**src/rtl/thermo_to_binary.sv**
```systemverilog
// -----------------------------------------------------------------------------
// thermo_to_binary
//   Registered 7-bit thermometer-to-binary converter.
//
//   The binary output is the population count of the sampled input. For a
//   clean thermometer code, this is the level. If the code has bubbles, the
//   output degrades to the number of set bits. A separate flag marks samples
//   that were not a clean thermometer code. Both outputs come from the same
//   clock edge, with a latency of one cycle.
//
// Ports
//   clk  in   1  clock; all state changes on the rising edge
//   rst  in   1  asynchronous, active-high reset; forces b=0, err=0
//   i    in   7  thermometer code, i[0] is the lowest level
//   b    out  3  registered population count of i
//   err  out  1  registered flag: sampled i was not a valid thermometer code
// -----------------------------------------------------------------------------
module thermo_to_binary (
  input  logic       clk,
  input  logic       rst,
  input  logic [6:0] i,
  output logic [2:0] b,
  output logic       err
);

  logic [2:0] b_d;
  logic [2:0] b_q;
  logic       err_d;
  logic       err_q;
  logic [5:0] bubble;

  // A bubble exists at position gi when a set bit sits above a clear bit.
  // A thermometer code is valid exactly when there is no bubble anywhere.
  genvar gi;
  generate
    for (gi = 1; gi < 7; gi++) begin : g_bubble
      assign bubble[gi-1] = i[gi] & ~i[gi-1];
    end
  endgenerate

  // The population count is computed for every input, not only valid codes.
  // Because of this, bubbled codes still produce a meaningful level.
  always_comb begin
    b_d = 3'd0;
    for (int k = 0; k < 7; k++) begin
      b_d = b_d + {2'b00, i[k]};
    end
    err_d = |bubble;
  end

  always_ff @(posedge clk or posedge rst) begin
    if (rst) begin
      b_q   <= 3'd0;
      err_q <= 1'b0;
    end else begin
      b_q   <= b_d;
      err_q <= err_d;
    end
  end

  assign b   = b_q;
  assign err = err_q;

endmodule

```
**config.mk**
```make
export PLATFORM = sky130hd
export DESIGN_NAME = thermo_to_binary
export DESIGN_NICKNAME = d
export VERILOG_FILES = /design/src/rtl/thermo_to_binary.sv
export SDC_FILE = /design/constraint.sdc
export NUM_CORES = 1
export LEC_CHECK = 0
export CORE_AREA = 10 10 47 49
export CTS_BUF_LIST = sky130_fd_sc_hd__clkbuf_2
export DETAILED_ROUTE_END_ITERATION = 10
export DIE_AREA = 0 0 57 59
export REMOVE_ABC_BUFFERS = 1
export SYNTH_ARGS = -nofsm -noshare
export SYNTH_HDL_FRONTEND = slang
export SYNTH_SLANG_ARGS = --single-unit
```
**constraint.sdc**
```tcl
create_clock -name clk -period 0.8 [get_ports clk]
set_input_delay 0.2 -clock clk [delete_from_list [all_inputs] [get_ports clk]]
set_output_delay 0.2 -clock clk [all_outputs]
set_load 0.05 [all_outputs]
```
Word level (Yosys, flattened, before mapping) --
Index checks and enable logic that the tools add are counted. Widths: inputs -> output; s select.
Word-level totals: output and inout port bits 4, logic and storage cells 21, input port bits 9, register bits after elaboration 4
Operators by class: $add $sub $neg 6, bitwise gates (word level) 12, reductions and logical operators 1
Operators by type and width (number):
- $add 3x1->3 | 4
- $and 1x1->1 | 6
- $not 1->1 | 6
- $reduce_or 6->1 | 1
- $add 2x1->3 | 1
- $add 1x1->2 | 1

Logic depth before layout (Yosys ltp) --
depth in word-level cells 6, mapped depth 6

Worst setup path after synthesis --
OpenSTA, ideal clock, no wires.
path type input to register, start input i[0], end register b_q[1] (netlist: b[1]), stages 6, arrival time 2.031 ns, library setup time 0.135 ns, path slack -1.367 ns, path buffers 0, cells stage by stage inv_1 -> fa_1 -> fa_1 -> inv_1 -> fa_1 -> fa_1
Between the ends: word-level cells in the longest chain between the ends 6
Ends and longest elaborated chain:
- start: declaration | RTL line 21 | input logic [6:0] i,
- $add 1x1->2 | RTL line 46 | b_d = b_d + {2'b00, i[k]};
- $add 2x1->3 | RTL line 46
- $add 3x1->3 (4 in a row) | RTL line 46
- named net b_d[1] | RTL line 26 | logic [2:0] b_d;
- end signal: assignment | RTL line 53 | b_q <= 3'd0;
- end signal: assignment | RTL line 56 | b_q <= b_d;
- end: declaration | RTL line 27 | logic [2:0] b_q;
The timed path passes the listed nets, and every way through them passes these cells.

Final worst setup path --
start input i[1], end register b_q[1] (netlist: b[1])
Same word-level chain as after synthesis.

==> impl_metrics.csv <==
group,metric,value,unit
setup_path,endpoint_kind,"flop",
cts,cts_sinks,4,
timing,finalSetupTns,-3.801,ns
cts,path_clk_slew,0.04,ns
setup_path,setup.worst_path.start_class,"input port",
route,drt_pass1_iterations,1,
global_routing,antenna_found_initial,0,
cts,cts_tree,"yes",
logic_synthesis,yosysTopAreaCell,"dfrtp_1",
floorplanning,rows,14,
placed_design,dp_cells,53,
global_routing,gr-total-overflow,0,
global_routing,first_global_vias,253,
logic_synthesis,synth.most_common_cell,"inv_1",
logic_synthesis,ys_warn_count,0,
logic_synthesis,async_flop_share,100.0,%
timing,max_freq,498.2,MHz
layout,final_cells,58,
setup_path,critPathKind,"in -> reg",
global_routing,track_usage,3.557,%
layout,fin_nets,57,
timing,report.final.slew_viol_count,0,
route,wl,543,microns
logic_synthesis,yosysSeqAreaShare,40.82,%
logic_synthesis,synthTopCellsByArea,"dfrtp_1, fa_1, inv_1",
layout,diodes,0,
floorplanning,initial_core_util,17.50,%
route,drtIter0Drc,0,
cts,cts_max_path_buffers,2,
pwr,ir_drop,0.4900,mV
logic_synthesis,ys_types,8,
layout,design_area,486.7,sq um
timing,whs,0.1837,ns
floorplanning,die_w,57,microns
logic_synthesis,synth_edf_count,0,
logic_synthesis,syn-cell-area,245.2,sq um
placed_design,detailed_place.area,447.9,sq um
setup_path,crit_fanout,2,
timing,worst_pin_slew,0.1155,ns
floorplanning,die_h,59,microns
placed_design,gp_congestion,0.7594,
cts,htreeDepth,1,
route,vias,210,
timing,layout_min_cycle_time,2.007,ns
timing,setup_violations,7,
layout,nFillCells,156,
route,antenna_left,0,
logic_synthesis,syn_avg_cell_area,11.15,sq um
timing,max_slew_margin,92.08,%
global_routing,grt_max_degree,5,
pwr,total_power,1.018,mW
outcome,outcome,"finished with violations",
global_routing,grt_pass1_wl,876,microns
logic_synthesis,synthTopCellsByCount,"inv_1, dfrtp_1, fa_1",
route,remaining_drc_errors,0,
outcome,violations,"setup timing",
logic_synthesis,synth_top_area_share,40.82,%
floorplanning,dieArea,3363,sq um
placed_design,portBuffers,12,
route,drt-wirelength-per-cell,9.362,microns
logic_synthesis,yosys_most_used_dff,"dfrtp_1",
layout,layout-drive-gt1-share,45.24,%
job,drv_cap,0,
floorplanning,design.portCount,13,
placed_design,post-place-ws,-1.895,ns
logic_synthesis,syn_inst,22,
cts,numCtsBuffers,3,
timing,post-route-period-util,250.9,%
pwr,p_leak,0.2490,nW
layout,final_util,34.73,%
cts,ctsHoldBuffers,0,
setup_path,required,0.87,ns
timing,fin_ws,-1.207,ns
cts,cts_root_buf,"clkbuf_2",
timing,rsz0062_at_grt,"true",
floorplanning,core-area,1401,sq um
layout,area_growth,98.47,%
route,avgViaCountPerCell,3.621,
timing,final_hold_viol_count,0,
worst_hold_path,hp-class,"in -> async",
pwr,power.density,2091,nW/um^2
logic_synthesis,synth_seq_cells,4,
setup_path,worstPathArrival,2.08,ns
logic make-up after synthesis:
family | after synthesis | share of synthesized area, %
multiplexers | 1 | 4.082
adder cells (fa/ha/maj) | 4 | 32.65
buffers and inverters | 9 | 13.77
AND/OR/NAND/NOR | 2 | 3.568
AO/OA/AOI/OAI | 2 | 5.101
flip-flops | 4 | 40.82
worst max path at each step:
stage	start	to	slack [ns]	cells after the start
2_1_floorplan	i[0]	b[1]	-1.37	6
3_3_place_gp	i[1]	b[1]	-1.87	7
6_report	i[1]	b[1]	-1.21	7
5_1_grt	i[1]	b[1]	-1.25	7
4_1_cts	i[0]	b[1]	-1.28	7
3_5_place_dp	i[1]	b[1]	-1.89	7
what timing repair did:
action	4_1_cts	5_1_grt
setup endpoints to repair	8	8
pin swaps	4	4
gates resized for setup	22	2
buffers inserted	1	1
endpoints found under the hold margin	0	0
registers in the layout (all words and copies together), names as in the netlist:
register and count:
err 1, b 3
cell type report:
type                       instances  area [sq um]  area share (%)
inverter                           9         36.28           7.455
sequential                         4         100.1           20.57
tap                               16         20.02           4.113
timing repair buffer              17         201.4           41.39
multi-input combinational          9         113.9           23.39
clock buffer                       3         15.01           3.085
layout by cell type (no fill, tap or decap):
master,instances
a22oi_1,1
buf_12,4
buf_4,5
buf_6,2
buf_8,1
clkbuf_2,3
clkdlybuf4s50_1,2
dfrtp_1,4
dlygate4sd2_1,3
fa_1,3
fa_2,1
inv_1,6
inv_2,2
inv_4,1
mux2i_1,1
nand2_1,1
nand3_1,1
o21ai_1,1
routing by layer:
layer / share of wire (%) / track usage (%) / wire length [microns] / vias to the layer above
met5: 0 / 0 / 0 / -
met4: 2.9 / 4.027 / 16 / 0
met3: 19 / 3.433 / 102 / 2
met2: 43 / 5.116 / 236 / 13
met1: 35 / 2.521 / 188 / 93
li1: - / - / - / 102
critical path, cell delays in order:
cell	delay, ns
buf_8	0.08
inv_4	0.03
fa_1	0.48
fa_1	0.49
inv_1	0.05
fa_2	0.33
fa_1	0.43
where the power goes:
part	leakage, nW	total, mW	switching [mW]	internal, mW
registers	0.0445	0.295	0.0408	0.254
clock network	0.0125	0.173	0.0728	0.101
logic	0.192	0.550	0.271	0.279
total	0.249	1.02	0.385	0.633
No activity file was read; power rests on OpenSTA's default activity.
